`config.mk`:
```
export PLATFORM = sky130hd
export DESIGN_NAME = ram_dual_port_be
export DESIGN_NICKNAME = d
export VERILOG_FILES = /design/src/rtl/ram_dual_port_be.sv
export SDC_FILE = /design/constraint.sdc
export NUM_CORES = 1
export LEC_CHECK = 0
export BUFFER_PORTS_ARGS = -buffer_cell sky130_fd_sc_hd__buf_2
export CAP_MARGIN = 20
export CORE_ASPECT_RATIO = 2
export CORE_MARGIN = 1
export CORE_UTILIZATION = 25
export CTS_CLUSTER_DIAMETER = 100
export DETAILED_ROUTE_END_ITERATION = 8
export PLACE_DENSITY = 0.37
export SLEW_MARGIN = 40
export SYNTH_ARGS = -nofsm -noshare
export SYNTH_HDL_FRONTEND = slang
export SYNTH_SLANG_ARGS = --single-unit
```
`constraint.sdc`:
```
create_clock -name clk -period 4.91 [get_ports clk]
set_clock_uncertainty 0.05 [all_clocks]
set_input_delay 0.2455 -clock clk [delete_from_list [all_inputs] [get_ports clk]]
set_output_delay 0.2455 -clock clk [all_outputs]
set_load 0.1 [all_outputs]
```
`src/rtl/ram_dual_port_be.sv`:
```
// ram_dual_port_be: single-clock RAM with one write port and one read port,
// per-byte write enables, a registered read with valid strobe, and a
// post-reset sweep that clears the array to zero.
// Optional build macro RAM_PARITY_EN adds one even-parity bit per byte and
// reports mismatches on rd_err. Without it, rd_err is tied to 0.
module ram_dual_port_be #(
    parameter int ADDR_WIDTH = 4,
    parameter int DATA_WIDTH = 32,
    parameter int RDW_MODE   = 0
) (
    input  logic                    clk,
    input  logic                    rst_n,
    input  logic                    wr_en,
    input  logic [ADDR_WIDTH-1:0]   wr_addr,
    input  logic [DATA_WIDTH/8-1:0] wr_be,
    input  logic [DATA_WIDTH-1:0]   wr_data,
    input  logic                    rd_en,
    input  logic [ADDR_WIDTH-1:0]   rd_addr,
    output logic [DATA_WIDTH-1:0]   rd_data,
    output logic                    rd_valid,
    output logic                    init_done,
    output logic                    rd_err
);
    localparam int DEPTH = 1 << ADDR_WIDTH;
    localparam int NB    = DATA_WIDTH / 8;

    typedef enum logic {CLEAR, RUN} state_t;

    state_t                  state, state_nxt;
    logic [ADDR_WIDTH-1:0]   clr_ptr;

    logic [DATA_WIDTH-1:0]   mem [DEPTH];

    logic                    mem_we;
    logic [ADDR_WIDTH-1:0]   mem_addr;
    logic [NB-1:0]           mem_be;
    logic [DATA_WIDTH-1:0]   mem_wdata;
    logic [DATA_WIDTH-1:0]   rd_word;
    logic                    rd_fire;

    // Clear sweep state and pointer; reset always restarts the full sweep.
    always_ff @(posedge clk or negedge rst_n) begin
        if (!rst_n) begin
            state   <= CLEAR;
            clr_ptr <= '0;
        end else begin
            state <= state_nxt;
            if (state == CLEAR)
                clr_ptr <= clr_ptr + 1'b1;
        end
    end

    // Leave CLEAR after the last address has been written.
    always_comb begin
        state_nxt = state;
        if (state == CLEAR && clr_ptr == ADDR_WIDTH'(DEPTH - 1))
            state_nxt = RUN;
    end

    assign init_done = (state == RUN);
    assign rd_fire   = (state == RUN) && rd_en;

    // Array write port: the clear sweep owns it in CLEAR, the user in RUN.
    always_comb begin
        mem_we    = 1'b0;
        mem_addr  = wr_addr;
        mem_be    = wr_be;
        mem_wdata = wr_data;
        if (state == CLEAR) begin
            mem_we    = 1'b1;
            mem_addr  = clr_ptr;
            mem_be    = '1;
            mem_wdata = '0;
        end else begin
            mem_we    = wr_en;
        end
    end

    // Byte-lane array write; the array itself carries no reset.
    always_ff @(posedge clk) begin
        if (mem_we) begin
            for (int i = 0; i < NB; i++)
                if (mem_be[i])
                    mem[mem_addr][8*i +: 8] <= mem_wdata[8*i +: 8];
        end
    end

    // Read word: old contents, or write-first lane merge on a same-address collision.
    always_comb begin
        rd_word = mem[rd_addr];
        if (RDW_MODE == 1 && wr_en && wr_addr == rd_addr) begin
            for (int i = 0; i < NB; i++)
                if (wr_be[i])
                    rd_word[8*i +: 8] = wr_data[8*i +: 8];
        end
    end

    // Registered read data and one-cycle valid strobe; data holds when idle.
    always_ff @(posedge clk or negedge rst_n) begin
        if (!rst_n) begin
            rd_data  <= '0;
            rd_valid <= 1'b0;
        end else begin
            rd_valid <= rd_fire;
            if (rd_fire)
                rd_data <= rd_word;
        end
    end

`ifdef RAM_PARITY_EN
    logic [NB-1:0] mem_par [DEPTH];
    logic [NB-1:0] rd_par;
    logic          par_bad;

    // Parity array: even parity per written byte; disabled lanes keep theirs.
    always_ff @(posedge clk) begin
        if (mem_we) begin
            for (int i = 0; i < NB; i++)
                if (mem_be[i])
                    mem_par[mem_addr][i] <= ^mem_wdata[8*i +: 8];
        end
    end

    // Stored parity for the read word, with fresh parity on merged lanes.
    always_comb begin
        rd_par  = mem_par[rd_addr];
        par_bad = 1'b0;
        if (RDW_MODE == 1 && wr_en && wr_addr == rd_addr) begin
            for (int i = 0; i < NB; i++)
                if (wr_be[i])
                    rd_par[i] = ^wr_data[8*i +: 8];
        end
        for (int i = 0; i < NB; i++)
            if ((^rd_word[8*i +: 8]) != rd_par[i])
                par_bad = 1'b1;
    end

    // Error flag refreshed on every read, held between reads.
    always_ff @(posedge clk or negedge rst_n) begin
        if (!rst_n)
            rd_err <= 1'b0;
        else if (rd_fire)
            rd_err <= par_bad;
    end
`else
    assign rd_err = 1'b0;
`endif

endmodule

```
==> results of run 1 <==
## where the power goes
part / total (uW) / switching [uW] / internal (uW)
sequential: 5200 / 31.3 / 5170
combinational: 868 / 689 / 179
clock: 4120 / 1760 / 2360
total: 10200 / 2480 / 7710
## cells by family after synthesis
group	share of synthesized area (%)
and+or+nand+nor	6.82
adders and majority gates	0.0573
muxes	11.8
xor gates and xnor gates	0.120
buffers and inverters	2.36
AOI/OAI and AO/OA	3.99
other	0.0172
DFF	74.8
## what timing repair did
item / 4_1_cts / 5_1_grt
endpoints found under the hold margin: 38 / 0
hold buffers: 1 / 0
setup buffers: 0 / 0
## placed cells by master, fill, tap and decap left out, types with 5 or more instances in the layout
cell | netlist | final
nand3_1 | 76 | 75
buf_4 | 16 | 9
clkbuf_16 | 0 | 53
a22oi_1 | 75 | 75
nor2_2 | 1 | 5
bufinv_16 | 0 | 6
dfrtp_1 | 38 | 37
clkinv_2 | 0 | 10
o32ai_2 | 5 | 5
buf_12 | 0 | 5
and2_1 | 33 | 18
buf_2 | 22 | 80
and2_2 | 0 | 14
edfxtp_1 | 512 | 512
inv_1 | 6 | 6
a21oi_1 | 32 | 32
clkbuf_1 | 22 | 16
nand4_1 | 21 | 21
mux2i_1 | 256 | 256
nand2_1 | 127 | 126
nor2_1 | 65 | 59
## critical path, cell delays in order, from the launching register on
cell and delay (ns):
dfrtp_2 0.80, nand2_1 0.17, o22ai_1 0.32, nand2_1 0.50, nor2_1 0.75
## registers in the layout, summed over array words and instances (netlist names)
signal,count
init_done,1
rd_data,32
clr_ptr,4
mem,512
rd_valid,1
## area by class of cell
class / count / area (um2)
Multi-Input combinational cell: 712 / 5090
Fill cell: 8595 / 60900
Clock inverter: 21 / 274
Tap cell: 1155 / 1450
Inverter: 6 / 22.5
Clock buffer: 73 / 1440
Sequential cell: 550 / 16300
Antenna cell: 1 / 2.50
Timing Repair Buffer: 100 / 658
## path summary, 6_finish.rpt
kind,from,endpoint,slack [ns]
hold reg to reg,rd_data[28],rd_data[28],0.43
min in group asynchronous,rst_n,rd_data[28],0.20
setup / recovery,init_done,mem[15][6],1.94
setup reg to reg,init_done,mem[15][6],1.94
hold / removal,rd_addr[3],rd_data[15],0.14
max in group asynchronous,rst_n,init_done,4.06
## layer usage
layer	routed length [um]	track usage [%]	share of wire, %
met1	26000	16.9	38
met2	38800	30.8	56
met3	1960	1.75	2.8
met4	2160	5.61	3.1
met5	0	0	0
## through the flow
stage                     setup WS (ns)  total power, uW  instances
after floorplan                    2.29             5870       1344
after global placement             1.93             6190       2518
after detailed placement           1.92             6200       2522
after CTS                          1.92            10300       2617
after global routing               1.74            10500       2617
final                              1.94            10200       2618
==> impl_metrics.yaml, run 1 <==
power:
  leakagePower_uw: 0.00877
  vdd_drop_max_v: 0.000321
  power_density_mw_per_mm2: 403
timing:
  rsz0062_at_grt: "no"
  fin_setup_tns_ns: 0
  whs_ns: 0.140
  hold_viol_final: 0
  setup_viol: 0
  maxSlewHeadroom_pct: 40.9
  drv_slew: 0
  clock.fmax_ghz: 0.337
  period_share_pct: 60.5
  tightest_slew_ns: 0.886
  fin_crit_ns: 2.97
run_status:
  status: "finished, final reports clean"
placed_design:
  place_hpwl_um: 46000
  place_congestion: 0.771
  placed_area_mm2: 0.0235
  portBuffers: 81
yosys:
  synth.net_count: 1393
  synth_commonest_cells: "512 x edfxtp_1, 256 x mux2i_1, 127 x nand2_1"
  synth_seq_cells: 550
  synth_edf_count: 512
  syn-cell-area_mm2: 0.0218
  postSynthAreaPerCell_um2: 16.2
  synth_warnings: 0
  synthTopCellsByArea: "edfxtp_1 70%, mux2i_1 12%, dfrtp_1 4.4%"
  synth_seq_area_share_pct: 74.8
  ys.flop_type: "edfxtp_1"
  netlist_instances: 1344
  yosysMostFrequentCell: "edfxtp_1"
  synth_top_area_share_pct: 70.5
  yosys.area.top_type: "edfxtp_1"
  async_flop_share_pct: 6.91
  yosysUniqueCellTypes: 30
routing:
  routed_wl_um: 68900
  firstDrtPassIters: 5
  drtIter0Drc: 673
  antenna_left: 0
  wire_per_inst_um: 26.3
  vias_per_cell: 4.43
  drc: 0
  vias: 11594
setup_path:
  timing.setup.critical_path_class: "flop to flop"
  cp_data_required_time_ns: 5.08
  cp.arrival_ns: 3.14
  crit_fanout: 32
  cp-start-kind: "flop"
  end_kind: "flop"
  reg2regPathDepth: 4
finish:
  nets: 1469
  drive_gt1_share_pct: 14.7
  fin_area_mm2: 0.0253
  postLayoutCoreUtil_pct: 29.3
  syn_to_final_growth_pct: 15.8
clock_tree:
  numCtsBuffers: 50
  htreeDepth: 2
  cts.repair.resized: 0
  clkLatencyLatePin_ns: 0.59
  clk_pin_slew_ns: 0.07
  cts_buffer_depth: 3
  root_buffer: "clkbuf_16"
  clock-sinks: 550
  cts_tree: "built"
grt:
  grt_pass1_vias: 12567
  gr-total-overflow: 0
  grt_pass1_wl_um: 96200
  grt_max_degree: 76
  grt_util_all_layers_pct: 15.7
  grt_antenna_before_repair: 0
flow_run:
  drv_cap: 0
die:
  dieWidth_um: 211
  coreArea_mm2: 0.0862
  die_area_mm2: 0.0885
  io_pins: 83
  rows: 152
  initial_core_util_pct: 25.3
  die_y_um: 420
worst_hold_path:
  hold_path.class: "input port to flop"
  whs_path_depth: 4
No activity file was read; power rests on OpenSTA's default activity.
==> run 2, diff against run 1 <==
- clock period: 4.91 -> 2.9 ns (I/O delays scaled with it)
==> impl_metrics.yaml, run 2 (synthesis results as in run 1) <==
run_status:
  status: "finished, final reports clean"
timing:
  drv_slew: 0
  clock.fmax_ghz: 0.393
  tightest_slew_ns: 0.815
  fin_setup_tns_ns: 0
  hold_viol_final: 0
  fin_crit_ns: 2.54
  setup_viol: 0
  rsz0062_at_grt: "no"
  maxSlewHeadroom_pct: 45.5
  period_share_pct: 87.6
grt:
  grt_max_degree: 65
  gr-total-overflow: 0
  grt_use_met2_pct: 30.9
  use_met1_pct: 16.7
  met3_usage_pct: 1.73
  grt_pass1_wl_um: 96500
  grt_util_all_layers_pct: 15.4
  grt_pass1_vias: 12825
  grt_antenna_before_repair: 1
  top_usage_layer: "met2"
setup_path:
  cp_slowest_cell: "dfrtp_2"
  cp-start-kind: "flop"
  reg2regPathDepth: 5
  timing.setup.critical_path_class: "flop to flop"
  end_kind: "flop"
  ff2ff_setup_slack_ns: 0.36
  reg2reg_from: "init_done"
  cp_top_family: "simple AND/OR/NAND/NOR gates"
  critPathBufInv: 1
  cpMostUsedCell: "nand2_1"
  cp_data_required_time_ns: 3.06
  slowest_delay_ns: 0.56
  crit_fanout: 15
  worstPathCellList: "nand2_1 > o22ai_1 > nand2_1 > buf_4 > nor2_1"
  r2r-end: "mem[14][10]"
  cp.arrival_ns: 2.71
finish:
  final_common_cell: "edfxtp_1"
  largest_reg_flops: 512
  multi_input_comb_area_mm2: 0.00506
  nets: 1538
  regMostFlops: "mem"
  finalNonFillerCells: 2685
  seq_area_mm2: 0.0163
  fillers: 8573
  top_regs: "mem: 512 flops, rd_data: 32 flops, clr_ptr: 4 flops"
  num_antenna_cells: 0
  syn_to_final_growth_pct: 17.4
  drive_gt1_share_pct: 17.8
  final_cell_mix: "512 x edfxtp_1, 256 x mux2i_1, 126 x nand2_1, 80 x buf_2, 78 x buf_4"
die:
  die_area_mm2: 0.0885
  initial_core_util_pct: 25.3
  io_pins: 83
  coreArea_mm2: 0.0862
  die_y_um: 420
  rows: 152
  dieWidth_um: 211
clock_tree:
  clkLatencyLatePin_ns: 0.59
  cts_buffer_depth: 3
  root_buffer: "clkbuf_16"
  htreeDepth: 2
  clk_pin_slew_ns: 0.07
  clock-sinks: 550
  cts_tree: "built"
  numCtsBuffers: 50
flow_run:
  drv_cap: 0
routing:
  wire_per_inst_um: 25.1
  vias_per_cell: 4.41
  drtIter0Drc: 691
  firstDrtPassIters: 5
  vias: 11847
  antenna_left: 0
  drc: 0
  routed_wl_um: 67400
power:
  total_power_uw: 16800
  vdd_drop_max_v: 0.000516
  power_density_mw_per_mm2: 654
  leakagePower_uw: 0.00898
placed_design:
  place_hpwl_um: 45700
  place_inst: 2591
  portBuffers: 81
  place_congestion: 0.778
worst_hold_path:
  hold_path.class: "input port to asynchronous set/reset pin"
==> run 2: cell types whose count changed in the layout (fill, tap and decap cells not counted), moves of 8 or more <==
cell,previous run,this run
clkbuf_1,16,24
nor2_2,5,20
nor2_1,59,44
buf_4,9,78
and2_2,14,2
and2_1,18,30
==> run 2: power breakdown <==
group | total, uW | leakage, uW | internal, uW | switching, uW
combinational | 1460 | 0.00315 | 335 | 1130
clock | 6470 | 0.000752 | 3550 | 2920
sequential | 8810 | 0.00507 | 8750 | 61.1
==> run 2: cell type report <==
type,count,area share [%]
Sequential cell,550,63.8
Multi-Input combinational cell,712,19.8
Clock buffer,81,5.75
Tap cell,1155,5.64
Timing Repair Buffer,169,4.65
Clock inverter,12,0.318
Inverter,6,0.0880
==> run 2: layer usage <==
layer / vias up / routed length (um)
met3: 88 / 1800
met2: 212 / 38400
met1: 6131 / 25700
met5: - / 11
met4: 2 / 1510
li1: 5414 / -
==> run 2: repair_timing <==
| item | in CTS | in global routing |
|---|---|---|
| hold buffers | 1 | 0 |
| resized for setup | 0 | 0 |
| hold endpoints to repair | 38 | 0 |
| buffers inserted | 0 | 0 |
==> run 2: how the worst max path moves through the flow <==
stage                          from     endpoint  slack, ns  cells after the start
after detailed placement  init_done  mem[14][13]       0.31                      5
after floorplan           init_done   mem[11][0]       0.28                      6
final                     init_done  mem[14][10]       0.36                      5
after global routing      init_done  mem[14][10]       0.20                      4
after global placement    init_done   mem[0][18]       0.30                      4
after CTS                 init_done   mem[14][9]       0.30                      5
==> run 2: per-stage QoR <==
stage / instance area [um2] / util, % / hold slack (ns) / worst slack [ns]
after floorplan: 21800 / - / -0.201 / 0.282
after global placement: 24000 / 27.8 / 0.118 / 0.304
after detailed placement: 24000 / 27.9 / 0.113 / 0.307
after CTS: 25600 / 29.7 / 0.0217 / 0.300
after global routing: 25600 / 29.7 / 0.0376 / 0.202
final: 25600 / 29.7 / 0.0305 / 0.358
